==> src/rtl/kr580_io_uart.sv <==
// kr580 port-bus 8N1 UART: data register at BASE, status/control at BASE+1, TX/RX FIFOs, level interrupt.
// Latency: pin_pi is combinational; start bit leaves 1 clock after a push to an idle TX path; RX byte lands at mid-stop.
// Backpressure: none on the bus; TX writes to a full FIFO are dropped, RX bytes into a full FIFO are dropped with rx_ovr.

module kr580_io_uart_fifo #(
    parameter int DEPTH = 4
) (
    input  logic       clock,
    input  logic       reset,
    input  logic       i_push,
    input  logic [7:0] i_dat,
    input  logic       i_pop,
    output logic [7:0] o_dat,
    output logic       o_full,
    output logic       o_empty
);
    localparam int AW = $clog2(DEPTH);

    logic [7:0]  r_mem [DEPTH];
    logic [AW:0] r_wptr;
    logic [AW:0] r_rptr;
    logic        w_pop_ok;
    logic        w_push_ok;

    assign o_empty   = (r_wptr == r_rptr);
    assign o_full    = (r_wptr[AW] != r_rptr[AW]) && (r_wptr[AW-1:0] == r_rptr[AW-1:0]);
    assign w_pop_ok  = i_pop && !o_empty;
    // A pop in the same clock frees the slot, so a push into a full FIFO still lands.
    assign w_push_ok = i_push && (!o_full || w_pop_ok);
    assign o_dat     = r_mem[r_rptr[AW-1:0]];

    // Pointer update; the extra MSB separates full from empty.
    always_ff @(posedge clock) begin
        if (reset) begin
            r_wptr <= '0;
            r_rptr <= '0;
        end else begin
            if (w_push_ok) r_wptr <= r_wptr + 1'b1;
            if (w_pop_ok)  r_rptr <= r_rptr + 1'b1;
        end
    end

    // Storage write; contents need no reset since the pointers gate visibility.
    always_ff @(posedge clock) begin
        if (w_push_ok) r_mem[r_wptr[AW-1:0]] <= i_dat;
    end
endmodule

module kr580_io_uart #(
    parameter logic [7:0] BASE    = 8'h10,
    parameter int         CLK_DIV = 217,
    parameter int         DEPTH   = 4
) (
    input  logic       clock,
    input  logic       reset,
    input  logic [7:0] pin_pa,
    input  logic [7:0] pin_po,
    input  logic       pin_pw,
    output logic [7:0] pin_pi,
    output logic       intr,
    input  logic       uart_rx,
    output logic       uart_tx
);
    localparam int            CW        = $clog2(CLK_DIV);
    localparam logic [CW-1:0] DIV_LAST  = CW'(CLK_DIV - 1);
    localparam logic [CW-1:0] HALF_LAST = CW'(CLK_DIV / 2 - 1);
    localparam logic [7:0]    ADDR_DAT  = BASE;
    localparam logic [7:0]    ADDR_CTL  = BASE + 8'd1;

    typedef enum logic [1:0] {S_IDLE, S_START, S_DATA, S_STOP} uart_st_t;

    // Bus decode
    logic w_wr_dat, w_wr_ctl, w_rx_pop, w_err_clr;
    assign w_wr_dat  = pin_pw && (pin_pa == ADDR_DAT);
    assign w_wr_ctl  = pin_pw && (pin_pa == ADDR_CTL);
    assign w_rx_pop  = w_wr_ctl && pin_po[0];
    assign w_err_clr = w_wr_ctl && pin_po[1];

    // FIFOs
    logic [7:0] w_tx_head, w_rx_head;
    logic       w_tx_full, w_tx_empty, w_rx_full, w_rx_empty;
    logic       w_tx_pop, w_rx_push;
    logic [7:0] r_rx_shift;

    kr580_io_uart_fifo #(.DEPTH(DEPTH)) u_tx_fifo (
        .clock   (clock),
        .reset   (reset),
        .i_push  (w_wr_dat),
        .i_dat   (pin_po),
        .i_pop   (w_tx_pop),
        .o_dat   (w_tx_head),
        .o_full  (w_tx_full),
        .o_empty (w_tx_empty)
    );

    kr580_io_uart_fifo #(.DEPTH(DEPTH)) u_rx_fifo (
        .clock   (clock),
        .reset   (reset),
        .i_push  (w_rx_push),
        .i_dat   (r_rx_shift),
        .i_pop   (w_rx_pop),
        .o_dat   (w_rx_head),
        .o_full  (w_rx_full),
        .o_empty (w_rx_empty)
    );

    // ---------------- TX ----------------
    uart_st_t      r_tx_st, w_tx_st_nxt;
    logic [CW-1:0] r_tx_cnt, w_tx_cnt_nxt;
    logic [2:0]    r_tx_bit, w_tx_bit_nxt;
    logic [7:0]    r_tx_shift, w_tx_shift_nxt;
    logic          r_tx_line, w_tx_line_nxt;
    logic          w_tx_tick, w_tx_idle;

    assign w_tx_tick = (r_tx_cnt == DIV_LAST);
    assign w_tx_idle = w_tx_empty && (r_tx_st == S_IDLE);
    assign uart_tx   = r_tx_line;

    // TX state register; the line level is registered so the serial pin never glitches.
    always_ff @(posedge clock) begin
        if (reset) begin
            r_tx_st    <= S_IDLE;
            r_tx_cnt   <= '0;
            r_tx_bit   <= '0;
            r_tx_shift <= '0;
            r_tx_line  <= 1'b1;
        end else begin
            r_tx_st    <= w_tx_st_nxt;
            r_tx_cnt   <= w_tx_cnt_nxt;
            r_tx_bit   <= w_tx_bit_nxt;
            r_tx_shift <= w_tx_shift_nxt;
            r_tx_line  <= w_tx_line_nxt;
        end
    end

    // TX next state: STOP chains straight into START when another byte is waiting.
    always_comb begin
        w_tx_st_nxt    = r_tx_st;
        w_tx_cnt_nxt   = r_tx_cnt;
        w_tx_bit_nxt   = r_tx_bit;
        w_tx_shift_nxt = r_tx_shift;
        w_tx_pop       = 1'b0;
        case (r_tx_st)
            S_IDLE: begin
                if (!w_tx_empty) begin
                    w_tx_pop       = 1'b1;
                    w_tx_shift_nxt = w_tx_head;
                    w_tx_cnt_nxt   = '0;
                    w_tx_st_nxt    = S_START;
                end
            end
            S_START: begin
                if (w_tx_tick) begin
                    w_tx_cnt_nxt = '0;
                    w_tx_bit_nxt = '0;
                    w_tx_st_nxt  = S_DATA;
                end else begin
                    w_tx_cnt_nxt = r_tx_cnt + 1'b1;
                end
            end
            S_DATA: begin
                if (w_tx_tick) begin
                    w_tx_cnt_nxt   = '0;
                    w_tx_shift_nxt = {1'b0, r_tx_shift[7:1]};
                    w_tx_bit_nxt   = r_tx_bit + 3'd1;
                    if (r_tx_bit == 3'd7) w_tx_st_nxt = S_STOP;
                end else begin
                    w_tx_cnt_nxt = r_tx_cnt + 1'b1;
                end
            end
            S_STOP: begin
                if (w_tx_tick) begin
                    w_tx_cnt_nxt = '0;
                    if (!w_tx_empty) begin
                        w_tx_pop       = 1'b1;
                        w_tx_shift_nxt = w_tx_head;
                        w_tx_st_nxt    = S_START;
                    end else begin
                        w_tx_st_nxt = S_IDLE;
                    end
                end else begin
                    w_tx_cnt_nxt = r_tx_cnt + 1'b1;
                end
            end
        endcase
        case (w_tx_st_nxt)
            S_START: w_tx_line_nxt = 1'b0;
            S_DATA:  w_tx_line_nxt = w_tx_shift_nxt[0];
            default: w_tx_line_nxt = 1'b1;
        endcase
    end

    // ---------------- RX ----------------
    logic          r_rx_s1, r_rx_s2, r_rx_prev;
    uart_st_t      r_rx_st, w_rx_st_nxt;
    logic [CW-1:0] r_rx_cnt, w_rx_cnt_nxt;
    logic [2:0]    r_rx_bit, w_rx_bit_nxt;
    logic [7:0]    w_rx_shift_nxt;
    logic          w_rx_tick, w_fe_set, w_ovr_set;

    assign w_rx_tick = (r_rx_cnt == DIV_LAST);
    // Full FIFO with no CPU pop this clock means the incoming byte is lost.
    assign w_ovr_set = w_rx_push && w_rx_full && !w_rx_pop;

    // Two-flop synchroniser plus a delayed copy for falling-edge detection; idle is high.
    always_ff @(posedge clock) begin
        if (reset) begin
            r_rx_s1   <= 1'b1;
            r_rx_s2   <= 1'b1;
            r_rx_prev <= 1'b1;
        end else begin
            r_rx_s1   <= uart_rx;
            r_rx_s2   <= r_rx_s1;
            r_rx_prev <= r_rx_s2;
        end
    end

    // RX state register.
    always_ff @(posedge clock) begin
        if (reset) begin
            r_rx_st    <= S_IDLE;
            r_rx_cnt   <= '0;
            r_rx_bit   <= '0;
            r_rx_shift <= '0;
        end else begin
            r_rx_st    <= w_rx_st_nxt;
            r_rx_cnt   <= w_rx_cnt_nxt;
            r_rx_bit   <= w_rx_bit_nxt;
            r_rx_shift <= w_rx_shift_nxt;
        end
    end

    // RX next state: re-centre at mid-start, then sample once per bit period.
    always_comb begin
        w_rx_st_nxt    = r_rx_st;
        w_rx_cnt_nxt   = r_rx_cnt;
        w_rx_bit_nxt   = r_rx_bit;
        w_rx_shift_nxt = r_rx_shift;
        w_rx_push      = 1'b0;
        w_fe_set       = 1'b0;
        case (r_rx_st)
            S_IDLE: begin
                if (r_rx_prev && !r_rx_s2) begin
                    w_rx_cnt_nxt = '0;
                    w_rx_st_nxt  = S_START;
                end
            end
            S_START: begin
                if (r_rx_cnt == HALF_LAST) begin
                    w_rx_cnt_nxt = '0;
                    w_rx_bit_nxt = '0;
                    w_rx_st_nxt  = r_rx_s2 ? S_IDLE : S_DATA;
                end else begin
                    w_rx_cnt_nxt = r_rx_cnt + 1'b1;
                end
            end
            S_DATA: begin
                if (w_rx_tick) begin
                    w_rx_cnt_nxt   = '0;
                    w_rx_shift_nxt = {r_rx_s2, r_rx_shift[7:1]};
                    w_rx_bit_nxt   = r_rx_bit + 3'd1;
                    if (r_rx_bit == 3'd7) w_rx_st_nxt = S_STOP;
                end else begin
                    w_rx_cnt_nxt = r_rx_cnt + 1'b1;
                end
            end
            S_STOP: begin
                if (w_rx_tick) begin
                    w_rx_cnt_nxt = '0;
                    w_rx_st_nxt  = S_IDLE;
                    if (r_rx_s2) w_rx_push = 1'b1;
                    else         w_fe_set  = 1'b1;
                end else begin
                    w_rx_cnt_nxt = r_rx_cnt + 1'b1;
                end
            end
        endcase
    end

    // ---------------- Control, flags, interrupt ----------------
    logic r_rxie, r_txie, r_rx_ovr, r_frame_err, r_intr;
    logic [7:0] w_status;

    assign w_status = {r_txie, r_rxie, r_frame_err, r_rx_ovr,
                       w_tx_idle, w_tx_full, w_rx_full, !w_rx_empty};
    assign intr     = r_intr;

    // Enables follow every control write; error set beats a simultaneous clear.
    always_ff @(posedge clock) begin
        if (reset) begin
            r_rxie      <= 1'b0;
            r_txie      <= 1'b0;
            r_rx_ovr    <= 1'b0;
            r_frame_err <= 1'b0;
            r_intr      <= 1'b0;
        end else begin
            if (w_wr_ctl) begin
                r_rxie <= pin_po[2];
                r_txie <= pin_po[3];
            end
            if (w_ovr_set)      r_rx_ovr <= 1'b1;
            else if (w_err_clr) r_rx_ovr <= 1'b0;
            if (w_fe_set)       r_frame_err <= 1'b1;
            else if (w_err_clr) r_frame_err <= 1'b0;
            r_intr <= (r_rxie && !w_rx_empty) || (r_txie && w_tx_idle);
        end
    end

    // Read mux: data port peeks the RX head without consuming it.
    always_comb begin
        pin_pi = 8'h00;
        if (pin_pa == ADDR_DAT)      pin_pi = w_rx_empty ? 8'h00 : w_rx_head;
        else if (pin_pa == ADDR_CTL) pin_pi = w_status;
    end
endmodule

==> config.mk <==
export PLATFORM = sky130hd
export DESIGN_NAME = kr580_io_uart
export DESIGN_NICKNAME = d
export VERILOG_FILES = /design/src/rtl/kr580_io_uart.sv
export SDC_FILE = /design/constraint.sdc
export NUM_CORES = 1
export LEC_CHECK = 0
export CORE_MARGIN = 10
export CORE_UTILIZATION = 45
export CTS_BUF_LIST = sky130_fd_sc_hd__clkbuf_16
export CTS_CLUSTER_SIZE = 40
export DETAILED_ROUTE_END_ITERATION = 10
export HOLD_SLACK_MARGIN = 0.15
export SLEW_MARGIN = 20
export SYNTH_ARGS = -nofsm -noshare
export SYNTH_HDL_FRONTEND = slang
export SYNTH_HIERARCHICAL = 1
export SYNTH_SLANG_ARGS = --single-unit
==> constraint.sdc <==
create_clock -name clock -period 4.8 [get_ports clock]
set_clock_uncertainty 0.05 [all_clocks]
set_input_delay 0.48 -clock clock [delete_from_list [all_inputs] [get_ports clock]]
set_output_delay 0.48 -clock clock [all_outputs]
set_load 0.005 [all_outputs]
==> results.md <==
* Number of detailed-routing iterations run before antenna repair at 4
* Chip width at approximately 140 um
* Post-synthesis average cell area at ~12 um^2
* Boundary pin count at 30
* Synthesized net count at 547
* Max-Slew Margin vs Limit at a little over half
* Sink Count at ~130
* Flop and latch count out of synthesis at roughly 130
* Resize count post-CTS at 0
* Per-cell routed wire length at around 17 um
* Number of setup buffers added after CTS at 0
* RSZ-0062 raised after global routing: no
* CTS tree: built
* Final max-slew violation count at 0
* Placeable core region at between 0.01 and 0.015 mm^2
* Filler Cells Inserted at about 1.1k
* Peak supply drop at approximately 0.0004 V
* Post-synth EDFFs at 64
* Slowest stage delay, CP at ~0.52 ns
* Maximum number of pins on one net before global-route repair at 44
* Post-synthesis sequential area ratio at a little over half
* Clock period minus worst slack at ~3.0 ns
* Remaining global-route overflow at 0
* Initial DRC count at about 270
* Number of endpoints with negative hold slack in the final report at 0
* Wire length of the first global-routing pass at 19.7 mm
* Fraction of layout instances using a drive strength above 1 at 14.5%
* Total chip power at approximately 2800 uW
* Outcome: finished, final reports clean
* Weighted congestion at the end of routability-driven global placement at about 0.78
* Cell family with the largest share of critical-path delay: buffers and inverters
* Final WL at about 12 mm
* Critical path buffers and inverters at 2
* DIE AREA at between 0.015 and 0.02 mm^2
* Cell row count at 42
* WP data required at ~4.3 ns
* Distinct cell type count of the synthesized netlist at between 60 and 70
* Setup TNS Final at 0 ns
* Yosys warning count at 6
* Kind of start point of the critical path: input pin
* Num CTS Buffers at 17
* Final layout net count at 575
* Total of buffers placed on input and output ports at 29
* Number of diodes at 0
* Critical path cell sequence: clkdlybuf4s50_1 > nor4_1 > and4_1 > a22o_1 > clkdlybuf4s50_1
* Proportion of netlist area held by the largest area contributor at 31.4%
* Hold Path Class: reg2reg
* CP max FO at 11
* Hold buffer count at cts at 0
* P&R area growth vs syn at 17.4%
* Standby leakage power at ~0.0024 uW
* Fmax at 333 MHz
* Kind of end point of the critical path: output pin
* HPWL after detailed placement at between 8 and 9 mm
* Worst-case clock buffer depth at 2
* Post-synthesis cell area at between 0.006 and 0.007 mm^2
* Yosys top cell by area: edfxtp_1
* Tot GR Track Use at ~14%
* Die span in y at roughly 140 um
* Most frequently used cell type in the post-synthesis netlist: dfxtp_1
* Cell at the root of the clock tree: clkbuf_16
* Transition at the pin with the smallest max-transition slack at ~0.72 ns
* Clock insertion delay at the later pin of the skew report at between 0.4 and 0.5 ns
* Most Frequent Cell on Critical Path: clkdlybuf4s50_1
* Clock slew at reported path FFs at around 0.05 ns
* Final setup vio count at 0
* Starting density of the core at 46.0%
* Number of global-route vias before repair at between 3k and 4k
* Top post-synthesis cells by count: dfxtp_1, edfxtp_1, nor2_1, inv_1, ha_1
* Total via count in the routed design at 3862
* Power Density at 390 mW/mm^2
* Crit share post-route at a little over three fifths
* Synthesized instance count at 504
* Fraction of synthesis flops using an asynchronous set or reset pin at 0%
* Number of levels in the clock H-tree at 4
* Number of maximum-capacitance violations at 0
* Detailed-route vias per instance at about 5.4
* Type of the worst setup path: in2out
* Antenna violations before repair at 0
* Post-detailed-route DRC marker count at 0
* Detail Route Antenna Nets at 0
* Primary flip-flop cell chosen by synthesis mapping: dfxtp_1
* Top cells by area, synth: edfxtp_1, dfxtp_1, mux4_2
* Critical-path cell with the highest stage delay: clkdlybuf4s50_1
* CP arrival at 2.48 ns
==> worst paths after layout <==
check / startpoint / end / slack, ns / cells after the start
setup / recovery: pin_pa[6] / pin_pi[7] / 1.79 / 5
hold / removal: r_rx_s1 / r_rx_s2 / 0.36 / 1
setup reg to reg: r_tx_cnt[0] / u_tx_fifo/r_mem[1][6] / 1.87 / 8
hold reg to reg: r_rx_s1 / r_rx_s2 / 0.36 / 1
==> kinds of logic (layout without fill, tap and decap cells) <==
kind of cell / Yosys count / in the layout / share of synthesized area [%]
AND/OR/NAND/NOR: 159 / 159 / 14.0
flip-flops: 131 / 131 / 53.4
AO/OA/AOI/OAI: 83 / 83 / 11.0
buffers and inverters: 49 / 90 / 3.32
multiplexers: 44 / 44 / 10.8
adder cells (fa/ha/maj): 23 / 23 / 4.71
XOR/XNOR: 15 / 15 / 2.89
==> worst reg2reg max path, cell delays in order, from the launching register on <==
cell	delay (ns)
dfxtp_1	0.35
inv_1	0.07
ha_1	0.14
nor3b_4	0.33
a31oi_2	0.28
nor3_1	0.40
inv_1	0.17
a41oi_2	0.31
and2_1	0.47
==> where the power goes <==
group / internal [uW] / switching (uW)
logic: 90.1 / 124
registers: 1190 / 21.6
clock network: 914 / 462
total: 2190 / 608
==> cell type report <==
| type | count | area [um^2] | area share [%] |
|---|---|---|---|
| tap | 176 | 220 | 3.07 |
| timing repair buffer | 33 | 315 | 4.39 |
| sequential | 131 | 3260 | 45.5 |
| clock inverter | 15 | 214 | 2.98 |
| inverter | 25 | 93.8 | 1.31 |
| multi-input combinational | 324 | 2650 | 36.9 |
| clock buffer | 17 | 425 | 5.93 |
==> cell usage in the layout (no fill, tap or decap), drive strengths merged, types with 4 or more instances in the layout <==
master | netlist | routed
dfxtp | 67 | 67
edfxtp | 64 | 64
nor2 | 55 | 55
clkdlybuf4s50 | 0 | 28
inv | 25 | 25
ha | 23 | 23
nand2 | 22 | 22
mux2i | 20 | 20
a21oi | 17 | 17
clkbuf | 11 | 17
mux4 | 16 | 16
nand3 | 15 | 15
nand2b | 12 | 12
a22oi | 12 | 12
xnor2 | 11 | 11
nor2b | 8 | 8
nor3 | 8 | 8
mux2 | 8 | 8
and2 | 7 | 7
a31oi | 7 | 7
a41oi | 7 | 7
a22o | 6 | 6
o21ai | 6 | 6
o2bb2ai | 6 | 6
nand3b | 5 | 5
nand4 | 5 | 5
a311oi | 5 | 5
bufinv | 0 | 5
clkinvlp | 0 | 5
buf | 13 | 5
clkinv | 0 | 5
a211oi | 4 | 4
or2 | 4 | 4
nor3b | 4 | 4
xor2 | 4 | 4
==> state kept, by name, summed over array words and instances (netlist names), 2 cells and up, named ones only <==
register	flops
u_tx_fifo/r_mem	32
r_tx_st	2
u_rx_fifo/r_mem	32
u_rx_fifo/r_wptr	3
r_rx_shift	8
u_tx_fifo/r_rptr	3
u_tx_fifo/r_wptr	3
r_tx_cnt	8
u_rx_fifo/r_rptr	3
r_tx_bit	3
r_rx_cnt	8
r_rx_bit	3
r_tx_shift	8
==> metal layers <==
metal  GRT usage [%]  routed length [um]  share of wire [%]  vias up
li1                -                   -                  -     1918
met1            16.0                5160                 43     1867
met2            23.1                6240                 52       64
met3            3.85                 415                3.4       13
met4            6.15                 215                1.8        0
met5               0                   0                  0        -
==> metrics by stage <==
step / util (%) / hold WS (ns) / setup WS (ns) / std cells / area (um^2)
after floorplan: - / 0.339 / 2.34 / 504 / 6110
after global placement: 49.2 / 0.343 / 1.46 / 689 / 6540
after detailed placement: 49.2 / 0.346 / 1.38 / 689 / 6540
after CTS: 54.0 / 0.359 / 1.74 / 721 / 7180
after global routing: 54.0 / 0.375 / 1.54 / 721 / 7180
final: 54.0 / 0.358 / 1.79 / 721 / 7180
(Power assumes the default switching activity.)
